===== src/rtl/ubtb_upd_ctrl_if.sv =====
// Port bundle for the uBTB update scheduler: two resolve requesters, fetch lookup,
// flush, and the uBTB write port with the queue occupancy.
interface ubtb_upd_ctrl_if #(
  parameter int unsigned MXLEN = 32,
  parameter int unsigned DEPTH = 4
);
  localparam int unsigned CW = $clog2(DEPTH + 1);

  logic             i_req0_valid;
  logic [MXLEN-1:0] i_req0_src;
  logic [MXLEN-1:0] i_req0_dst;
  logic             o_req0_ready;
  logic             i_req1_valid;
  logic [MXLEN-1:0] i_req1_src;
  logic [MXLEN-1:0] i_req1_dst;
  logic             o_req1_ready;
  logic             i_fetch_valid;
  logic [MXLEN-1:0] i_fetch_pc;
  logic             i_flush;
  logic             o_ubtb_update;
  logic [MXLEN-1:0] o_pc_jumpsrc;
  logic [MXLEN-1:0] o_pc_jumpdst;
  logic [CW-1:0]    o_count;

  modport slave (
    input  i_req0_valid, i_req0_src, i_req0_dst,
    input  i_req1_valid, i_req1_src, i_req1_dst,
    input  i_fetch_valid, i_fetch_pc, i_flush,
    output o_req0_ready, o_req1_ready,
    output o_ubtb_update, o_pc_jumpsrc, o_pc_jumpdst, o_count
  );

  modport master (
    output i_req0_valid, i_req0_src, i_req0_dst,
    output i_req1_valid, i_req1_src, i_req1_dst,
    output i_fetch_valid, i_fetch_pc, i_flush,
    input  o_req0_ready, o_req1_ready,
    input  o_ubtb_update, o_pc_jumpsrc, o_pc_jumpdst, o_count
  );
endinterface


===== src/rtl/ubtb_upd_ctrl.sv =====
// uBTB update scheduler: round-robin merge of two resolve ports into an in-order
// queue, drained one write per cycle with a bounded hold on fetch-index collisions.
module ubtb_upd_ctrl #(
  parameter int unsigned MXLEN     = 32,
  parameter int unsigned DEPTH     = 4,
  parameter int unsigned IDX_LEN   = 4,
  parameter int unsigned IDX_LSB   = 2,
  parameter int unsigned MAX_STALL = 3
) (
  input  logic             i_clk,
  input  logic             i_rstn,
  ubtb_upd_ctrl_if.slave   bus
);

  localparam int unsigned CW = $clog2(DEPTH + 1);
  localparam int unsigned PW = $clog2(DEPTH);
  localparam int unsigned SW = $clog2(MAX_STALL + 1);
  localparam logic [MXLEN-1:0] IDX_MASK =
    MXLEN'(((64'd1 << IDX_LEN) - 64'd1) << IDX_LSB);

  typedef struct packed {
    logic [MXLEN-1:0] src;
    logic [MXLEN-1:0] dst;
  } entry_t;

  entry_t           mem_q [DEPTH];
  logic [PW-1:0]    rd_ptr_q, rd_ptr_d;
  logic [PW-1:0]    wr_ptr_q, wr_ptr_d;
  logic [CW-1:0]    count_q, count_d;
  logic [SW-1:0]    stall_q, stall_d;
  logic             rr_q, rr_d;

  logic [CW-1:0]    free_c;
  logic             ready0_c, ready1_c, push0_c, push1_c;
  logic             empty_c, blocked_c, issue_c;
  entry_t           head_c;
  logic [MXLEN-1:0] fetch_nxt_c;

  // Acceptance from registered occupancy only; a same-cycle pop frees nothing.
  always_comb begin
    free_c   = CW'(DEPTH) - count_q;
    ready0_c = 1'b0;
    ready1_c = 1'b0;
    rr_d     = rr_q;
    if (i_rstn && !bus.i_flush) begin
      if (free_c >= CW'(2)) begin
        ready0_c = bus.i_req0_valid;
        ready1_c = bus.i_req1_valid;
      end else if (free_c == CW'(1)) begin
        if (bus.i_req0_valid && bus.i_req1_valid) begin
          ready0_c = ~rr_q;
          ready1_c = rr_q;
          rr_d     = ~rr_q;
        end else begin
          ready0_c = bus.i_req0_valid;
          ready1_c = bus.i_req1_valid;
        end
      end
    end
  end

  // Head hazard against the fetch line and its sequential successor.
  always_comb begin
    head_c      = mem_q[rd_ptr_q];
    empty_c     = (count_q == '0);
    fetch_nxt_c = bus.i_fetch_pc + MXLEN'(4);
    blocked_c   = bus.i_fetch_valid &&
                  ((((head_c.src ^ bus.i_fetch_pc) & IDX_MASK) == '0) ||
                   (((head_c.src ^ fetch_nxt_c)    & IDX_MASK) == '0));
    issue_c     = !empty_c && !bus.i_flush &&
                  (!blocked_c || (stall_q == SW'(MAX_STALL)));
    push0_c     = bus.i_req0_valid && ready0_c;
    push1_c     = bus.i_req1_valid && ready1_c;
  end

  always_comb begin
    rd_ptr_d = rd_ptr_q + PW'(issue_c);
    wr_ptr_d = wr_ptr_q + PW'(push0_c) + PW'(push1_c);
    count_d  = count_q + CW'(push0_c) + CW'(push1_c) - CW'(issue_c);
    stall_d  = stall_q;
    if (empty_c || issue_c) begin
      stall_d = '0;
    end else if (blocked_c && (stall_q != SW'(MAX_STALL))) begin
      stall_d = stall_q + SW'(1);
    end
    if (bus.i_flush) begin
      rd_ptr_d = '0;
      wr_ptr_d = '0;
      count_d  = '0;
      stall_d  = '0;
    end
  end

  always_ff @(posedge i_clk or negedge i_rstn) begin
    if (!i_rstn) begin
      rd_ptr_q <= '0;
      wr_ptr_q <= '0;
      count_q  <= '0;
      stall_q  <= '0;
      rr_q     <= 1'b0;
    end else begin
      rd_ptr_q <= rd_ptr_d;
      wr_ptr_q <= wr_ptr_d;
      count_q  <= count_d;
      stall_q  <= stall_d;
      rr_q     <= rr_d;
    end
  end

  // Payload storage; req0 lands ahead of req1 when both are taken.
  always_ff @(posedge i_clk) begin
    if (push0_c) begin
      mem_q[wr_ptr_q] <= '{src: bus.i_req0_src, dst: bus.i_req0_dst};
    end
    if (push1_c) begin
      mem_q[wr_ptr_q + PW'(push0_c)] <= '{src: bus.i_req1_src, dst: bus.i_req1_dst};
    end
  end

  assign bus.o_req0_ready  = ready0_c;
  assign bus.o_req1_ready  = ready1_c;
  assign bus.o_ubtb_update = issue_c;
  assign bus.o_pc_jumpsrc  = issue_c ? head_c.src : '0;
  assign bus.o_pc_jumpdst  = issue_c ? head_c.dst : '0;
  assign bus.o_count       = count_q;

endmodule

===== src/flat_wrapper.sv =====
// flat-port wrapper written by rule: the top's interface ports become plain ports
module ubtb_upd_ctrl_flat 
#(
  parameter int unsigned MXLEN     = 32,
  parameter int unsigned DEPTH     = 4,
  parameter int unsigned IDX_LEN   = 4,
  parameter int unsigned IDX_LSB   = 2,
  parameter int unsigned MAX_STALL = 3
)
  (i_clk, i_rstn, bus_i_req0_valid, bus_i_req0_src, bus_i_req0_dst, bus_i_req1_valid, bus_i_req1_src, bus_i_req1_dst, bus_i_fetch_valid, bus_i_fetch_pc, bus_i_flush, bus_o_req0_ready, bus_o_req1_ready, bus_o_ubtb_update, bus_o_pc_jumpsrc, bus_o_pc_jumpdst, bus_o_count);
  ubtb_upd_ctrl_if #(.MXLEN(MXLEN), .DEPTH(DEPTH)) bus_i ();
  input  logic i_clk;
  input  logic i_rstn;
  input wire logic [$bits(bus_i.i_req0_valid)-1:0] bus_i_req0_valid;
  input wire logic [$bits(bus_i.i_req0_src)-1:0] bus_i_req0_src;
  input wire logic [$bits(bus_i.i_req0_dst)-1:0] bus_i_req0_dst;
  input wire logic [$bits(bus_i.i_req1_valid)-1:0] bus_i_req1_valid;
  input wire logic [$bits(bus_i.i_req1_src)-1:0] bus_i_req1_src;
  input wire logic [$bits(bus_i.i_req1_dst)-1:0] bus_i_req1_dst;
  input wire logic [$bits(bus_i.i_fetch_valid)-1:0] bus_i_fetch_valid;
  input wire logic [$bits(bus_i.i_fetch_pc)-1:0] bus_i_fetch_pc;
  input wire logic [$bits(bus_i.i_flush)-1:0] bus_i_flush;
  output wire logic [$bits(bus_i.o_req0_ready)-1:0] bus_o_req0_ready;
  output wire logic [$bits(bus_i.o_req1_ready)-1:0] bus_o_req1_ready;
  output wire logic [$bits(bus_i.o_ubtb_update)-1:0] bus_o_ubtb_update;
  output wire logic [$bits(bus_i.o_pc_jumpsrc)-1:0] bus_o_pc_jumpsrc;
  output wire logic [$bits(bus_i.o_pc_jumpdst)-1:0] bus_o_pc_jumpdst;
  output wire logic [$bits(bus_i.o_count)-1:0] bus_o_count;
  assign bus_i.i_req0_valid = bus_i_req0_valid;
  assign bus_i.i_req0_src = bus_i_req0_src;
  assign bus_i.i_req0_dst = bus_i_req0_dst;
  assign bus_i.i_req1_valid = bus_i_req1_valid;
  assign bus_i.i_req1_src = bus_i_req1_src;
  assign bus_i.i_req1_dst = bus_i_req1_dst;
  assign bus_i.i_fetch_valid = bus_i_fetch_valid;
  assign bus_i.i_fetch_pc = bus_i_fetch_pc;
  assign bus_i.i_flush = bus_i_flush;
  assign bus_o_req0_ready = bus_i.o_req0_ready;
  assign bus_o_req1_ready = bus_i.o_req1_ready;
  assign bus_o_ubtb_update = bus_i.o_ubtb_update;
  assign bus_o_pc_jumpsrc = bus_i.o_pc_jumpsrc;
  assign bus_o_pc_jumpdst = bus_i.o_pc_jumpdst;
  assign bus_o_count = bus_i.o_count;
  ubtb_upd_ctrl #(.MXLEN(MXLEN), .DEPTH(DEPTH), .IDX_LEN(IDX_LEN), .IDX_LSB(IDX_LSB), .MAX_STALL(MAX_STALL)) u_core (.i_clk(i_clk), .i_rstn(i_rstn), .bus(bus_i));
endmodule

===== config.mk =====
export PLATFORM = sky130hd
export DESIGN_NAME = ubtb_upd_ctrl_flat
export DESIGN_NICKNAME = d
export VERILOG_FILES = /design/src/rtl/ubtb_upd_ctrl_if.sv /design/src/rtl/ubtb_upd_ctrl.sv /design/src/flat_wrapper.sv
export SDC_FILE = /design/constraint.sdc
export NUM_CORES = 1
export LEC_CHECK = 0
export CORE_AREA = 3 3 244 246
export DETAILED_ROUTE_END_ITERATION = 6
export DIE_AREA = 0 0 247 249
export GPL_TIMING_DRIVEN = 1
export HOLD_SLACK_MARGIN = 0.06
export PLACE_DENSITY = 0.47
export SYNTH_ARGS = -nofsm -noshare
export SYNTH_HDL_FRONTEND = slang
export SYNTH_SLANG_ARGS = --single-unit

===== constraint.sdc =====
create_clock -name i_clk -period 9.25 [get_ports i_clk]
set_input_delay 1.85 -clock i_clk [delete_from_list [all_inputs] [get_ports i_clk]]
set_output_delay 1.85 -clock i_clk [all_outputs]
set_load 0.02 [all_outputs]

# Word level (Yosys, flattened, before mapping)
# Memories as Yosys holds them, arrays and structs flattened.
# Cells that the tools add are included.
word_totals:
  regBits: 10
  mem_bits_rw: 256
  latch_bits: 0
  memories: 1
  romBits: 0
  output_inout_bits: 70
op_classes:
  div_mod_pow: 0
  reduce_logical: 19
  bitwise_logic: 4
  mux: 20
  n_addsub: 9
  eq_ne: 3
  magnitude_cmp: 1
  mul: 0
  shifts: 0
mem_list:
  columns: ["memory", "depth", "word_bits", "rd", "rd_clocked_by_memory_dff", "write_ports", "line_no", "source"]
  rows:
  - ["u_core.mem_q", 4, 64, 1, 0, 2, "ubtb_upd_ctrl.sv:26", "entry_t mem_q [DEPTH];"]
ops:
  columns: ["op", "n"]
  rows:
  - ["32-bit logical NOT", 2]
  - ["32-bit 2-to-1 mux", 2]
  - ["1-bit 2-to-1 mux", 12]
  - ["6-bit XOR", 2]
  - ["2-bit 2-to-1 mux", 5]
  - ["1-bit logical AND", 8]
  - ["2-bit by 1-bit adder with 2-bit output", 3]
  - ["3-bit by 1-bit adder with 3-bit output", 2]
  - ["6-bit by 3-bit adder with 6-bit output, second input constant", 1]
  - ["4-bit AND reduction", 1]
  - ["3-bit by 1-bit == test with 1-bit output, second input constant", 1]
  - ["3-bit by 2-bit greater-or-equal comparator with 1-bit output, second input constant", 1]
  - ["1-bit logical NOT", 3]
  - ["3-bit logical NOT", 1]
  - ["1-bit logical OR", 3]
  - ["3-bit 2-to-1 mux", 1]
  - ["3-bit nonzero test", 1]
  - ["3-bit by 1-bit subtractor with 3-bit output", 1]
  - ["3-bit subtractor, first input constant", 1]
  - ["2-bit by 1-bit adder with 2-bit output, second input constant", 1]
  - ["2-bit == test, second input constant", 1]
  - ["2-bit inequality test, second input constant", 1]
  - ["1-bit NOT", 2]

# Longest topological paths before layout
logic_depth:
  word_depth: 11
  depth_mapped: 14

# Worst setup path before layout
# Ideal clock, no wire load.
synth_path:
  kind: "in2reg"
  from: "input i_rstn"
  to: "memory u_core.mem_q[0][0] in the netlist's numbering, enable pin"
  path_stages: 4
  t_arrival_ps: 7127
  setup_time_ps: 581
  n_path_buf: 0
  path_slack_ps: 1542
  path_cell_list: "nor2b_1 -> o21a_1 -> nand3_1 -> o31ai_1"
synth_rtl:
  columns: ["element", "line_no", "source"]
  rows:
  - ["start: declaration", "flat_wrapper.sv:13", "input logic i_rstn;"]
  - ["end: declaration", "ubtb_upd_ctrl.sv:26", null]

# Worst setup path in the final report
layout_path:
  from: "input bus_i_flush"
  to: "output bus_o_pc_jumpdst[31]"
layout_via:
  elab_chain_len: 4
layout_rtl:
  columns: ["element", "line_no", "source"]
  rows:
  - ["start: declaration", "flat_wrapper.sv:22", "input wire logic [$bits(bus_i.i_flush)-1:0] bus_i_flush;"]
  - ["1-bit logical NOT", "ubtb_upd_ctrl.sv:70", "issue_c = !empty_c && !bus.i_flush &&"]
  - ["1-bit logical AND (2 in a row)", "ubtb_upd_ctrl.sv:70", null]
  - ["32-bit 2-to-1 mux", "ubtb_upd_ctrl.sv:124", "assign bus.o_pc_jumpdst = issue_c ? head_c.dst : '0;"]
  - ["end: declaration", "flat_wrapper.sv:27", "output wire logic [$bits(bus_i.o_pc_jumpdst)-1:0] bus_o_pc_jumpdst;"]
# No other way between the ends.

==> results_dict.tcl <==
set metrics [dict create \
    use_met1_pct 18.0 \
    fmax_ghz 0.142 \
    root_buffer "clkbuf_16" \
    yosysSeqAreaShare_pct 55.3 \
    track_usage_pct 14.2 \
    clock_path_buffers 3 \
    start_util_pct 24.9 \
    synthArstFlopShare_pct 3.76 \
    place.gp.congestion 0.714 \
    cpPeakStageDelay_ps 720 \
    firstDrtPassIters 5 \
    fin_setup_tns_ps 0 \
    hold_ws_ps 520 \
    place_area_mm2 0.0173 \
    post_cts_resized 0 \
    grt_max_degree 65 \
    crit_required_ps 7400 \
    synth_nets 1110 \
    cts_sinks 266 \
    use_met3_pct 3.52 \
    clk_latency_ps 520 \
    finish.instance_area_mm2 0.0184 \
    io_buffers 207 \
    period_needed_ps 7040 \
    cp_cell_sequence "clkdlybuf4s50_1, nor2_4, buf_4, nand2_1, o31ai_1, clkdlybuf4s50_1" \
    final_nets 1302 \
    area_growth_pct 28.1 \
    crit_path_max_fanout 50 \
    leakage_uw 0.00595 \
    cts_setup_buffers 0 \
    die-area_mm2 0.0615 \
    path_depth 6 \
    grt_pass1_wl_mm 64.4 \
    rrSetupSlack_ps 4210 \
    slew_violations 0 \
    yosys_warnings 0 \
    synth_top_area_share_pct 53.6 \
    finalCritPeriodShare_pct 76.1 \
    finalSetupViolCount 0 \
    ctsHoldBuffers 0 \
    dp_cells 1852 \
    ys.flop_type "edfxtp_1" \
    cts-buffers-inserted 35 \
    vias 8909 \
    min-delay-path-class "flip-flop to flip-flop" \
    die_w_um 247 \
    drt_iter0_markers 416 \
    die_y_um 249 \
    reg2reg_from "u_core.bus.o_count[1]" \
    vdd_drop_max_mv 0.131 \
    fin_cells 1916 \
    core_mm2 0.0576 \
    top_usage_layer "met2" \
    avgRoutedWirePerCell_um 23.0 \
    rows 88 \
    cts_max_level 2 \
    cp_common_cell "clkdlybuf4s50_1" \
    finalHoldViolCount 0 \
    ant_nets 0 \
    critPathLaunchType "primary input" \
    rsz0062_at_grt "false" \
    synth.largest_area_cell "edfxtp_1" \
    grtUsageMet2_pct 24.4 \
    powerDensity_mw_per_mm2 247 \
    ios 236 \
    r2r_end "u_core.mem_q[2][22]" \
    syn_area_mm2 0.0143 \
    synth-edff-count 256 \
    maxCapViolCount 0 \
    antenna_found_initial 5 \
    drc 0 \
    synth-seq-cells 266 \
    status "completed" \
    clock-skew-final_ps 13.7 \
    startpoint "bus_i_flush" \
    critPathTopFamily "buffers and inverters" \
    clkTransAtPathRegs_ps 50 \
    tightest_slew_ps 1010 \
    via_per_inst 4.65 \
    criticalPathCategory "primary input to output pin" \
    grt_pass1_vias 9547 \
    syn_inst 932 \
    nFillCells 5634 \
    yosysUniqueCellTypes 36 \
    endpoint "bus_o_pc_jumpdst[31]" \
    reg2regPathDepth 12 \
    drive_gt1_share_pct 37.0 \
    grt-ovfl-total 0 \
    dp_hpwl_mm 25.0 \
    synth.area.top_cells "edfxtp_1 (54%), mux2_2 (20%), mux4_2 (10%)" \
    routed_wl_mm 44.1 \
    worstPathArrival_ps 5190 \
    slew_headroom_pct 32.9 \
    min_from "u_core.stall_q[0]" \
    tritoncts "built" \
    crit_buf_inv 3 \
    syn_avg_cell_area_um2 15.4 \
    crit_path_end_kind "output pin" \
    slowest_stage "buf_4" \
]
==> tightest hold or removal path: stages, from the launching register on <==
cell,delay (ps)
dfrtp_1,340
inv_1,40
o211a_1,100
==> worst min-delay path by stage <==
stage	end	depth (start not counted)	slack, ps
4_1_cts	u_core.stall_q[0]	2	530
3_3_place_gp	u_core.stall_q[0]	2	510
6_report	u_core.stall_q[0]	2	520
5_1_grt	u_core.stall_q[0]	2	560
3_5_place_dp	u_core.stall_q[0]	2	520
2_1_floorplan	u_core.stall_q[0]	2	490
==> where the power goes <==
group / switching, uW / internal [uW] / leakage, uW
clock network: 518 / 808 / 0.000543
registers: 58.5 / 1450 / 0.00244
logic: 946 / 763 / 0.00296
total: 1520 / 3020 / 0.00595
==> area by class of cell <==
type	instances	area, um2	area share (%)
Antenna cell	3	7.51	0.0409
Clock buffer	43	948	5.16
Clock inverter	18	158	0.858
Inverter	11	41.3	0.225
Multi-Input combinational cell	582	6090	33.1
Sequential cell	266	7950	43.2
Tap cell	765	957	5.21
Timing Repair Buffer	228	2230	12.1
==> per-layer routing <==
layer / up-vias / share of wire (%)
met1: 4540 / 43
met4: 8 / 1.7
li1: 4060 / -
met3: 63 / 6.0
met5: - / 0.12
met2: 238 / 49
==> Yosys cell counts (2+ instances only) <==
cell        n
and2_1      5
buf_1       8
buf_2      30
buf_6       5
clkbuf_1   30
dfrtp_1    10
edfxtp_1  256
fa_1        2
ha_1       10
inv_1      11
mux2_2    256
mux4_2     64
nand2_1   126
nand3_1     3
nand4_1     2
nor2_1      8
nor2b_1     3
nor3_1      2
o211a_1     2
o21ai_0     5
o31ai_1    38
o31ai_2    26
o41ai_1     5
xnor2_1     7
xor2_1      7
==> flip-flops by register name, indices dropped and copies added (netlist names) <==
register            count
u_core.wr_ptr_q         2
u_core.rd_ptr_q         2
u_core.bus.o_count      3
u_core.stall_q          2
u_core.mem_q          256
u_core.rr_q             1
==> layout by cell type, fill, tap and decap left out, drive strengths merged, types with 8 or more instances in the layout <==
cell and n:
inv 11, ha 10, edfxtp 256, dfrtp 10, mux4 64, buf 21
o31ai 64, nor2 8, mux2 256, clkinv 15, clkbuf 43, nand2 126
clkdlybuf4s50 207
==> kinds of logic (layout without fill, tap and decap cells) <==
kind of cell / after synthesis / in the layout / share of synthesized area, %
muxes: 320 / 320 / 30.1
DFF: 266 / 266 / 55.3
and+or+nand+nor: 156 / 156 / 4.57
buffers and inverters: 84 / 300 / 2.72
AOI/OAI and AO/OA: 79 / 79 / 5.05
xor gates and xnor gates: 15 / 15 / 1.02
adders and majority gates: 12 / 12 / 1.15
other: 0 / 3 / 0
==> stage by stage <==
stage	worst slack [ps]	util, %	power (uW)
detailed placement	1960	30.0	3290
global placement	1990	30.0	3280
finish	2210	31.9	4540
floorplan	1540	-	2600
global route	1910	31.9	4790
CTS	1960	31.9	4640
Power figures use the tool's default switching activity.
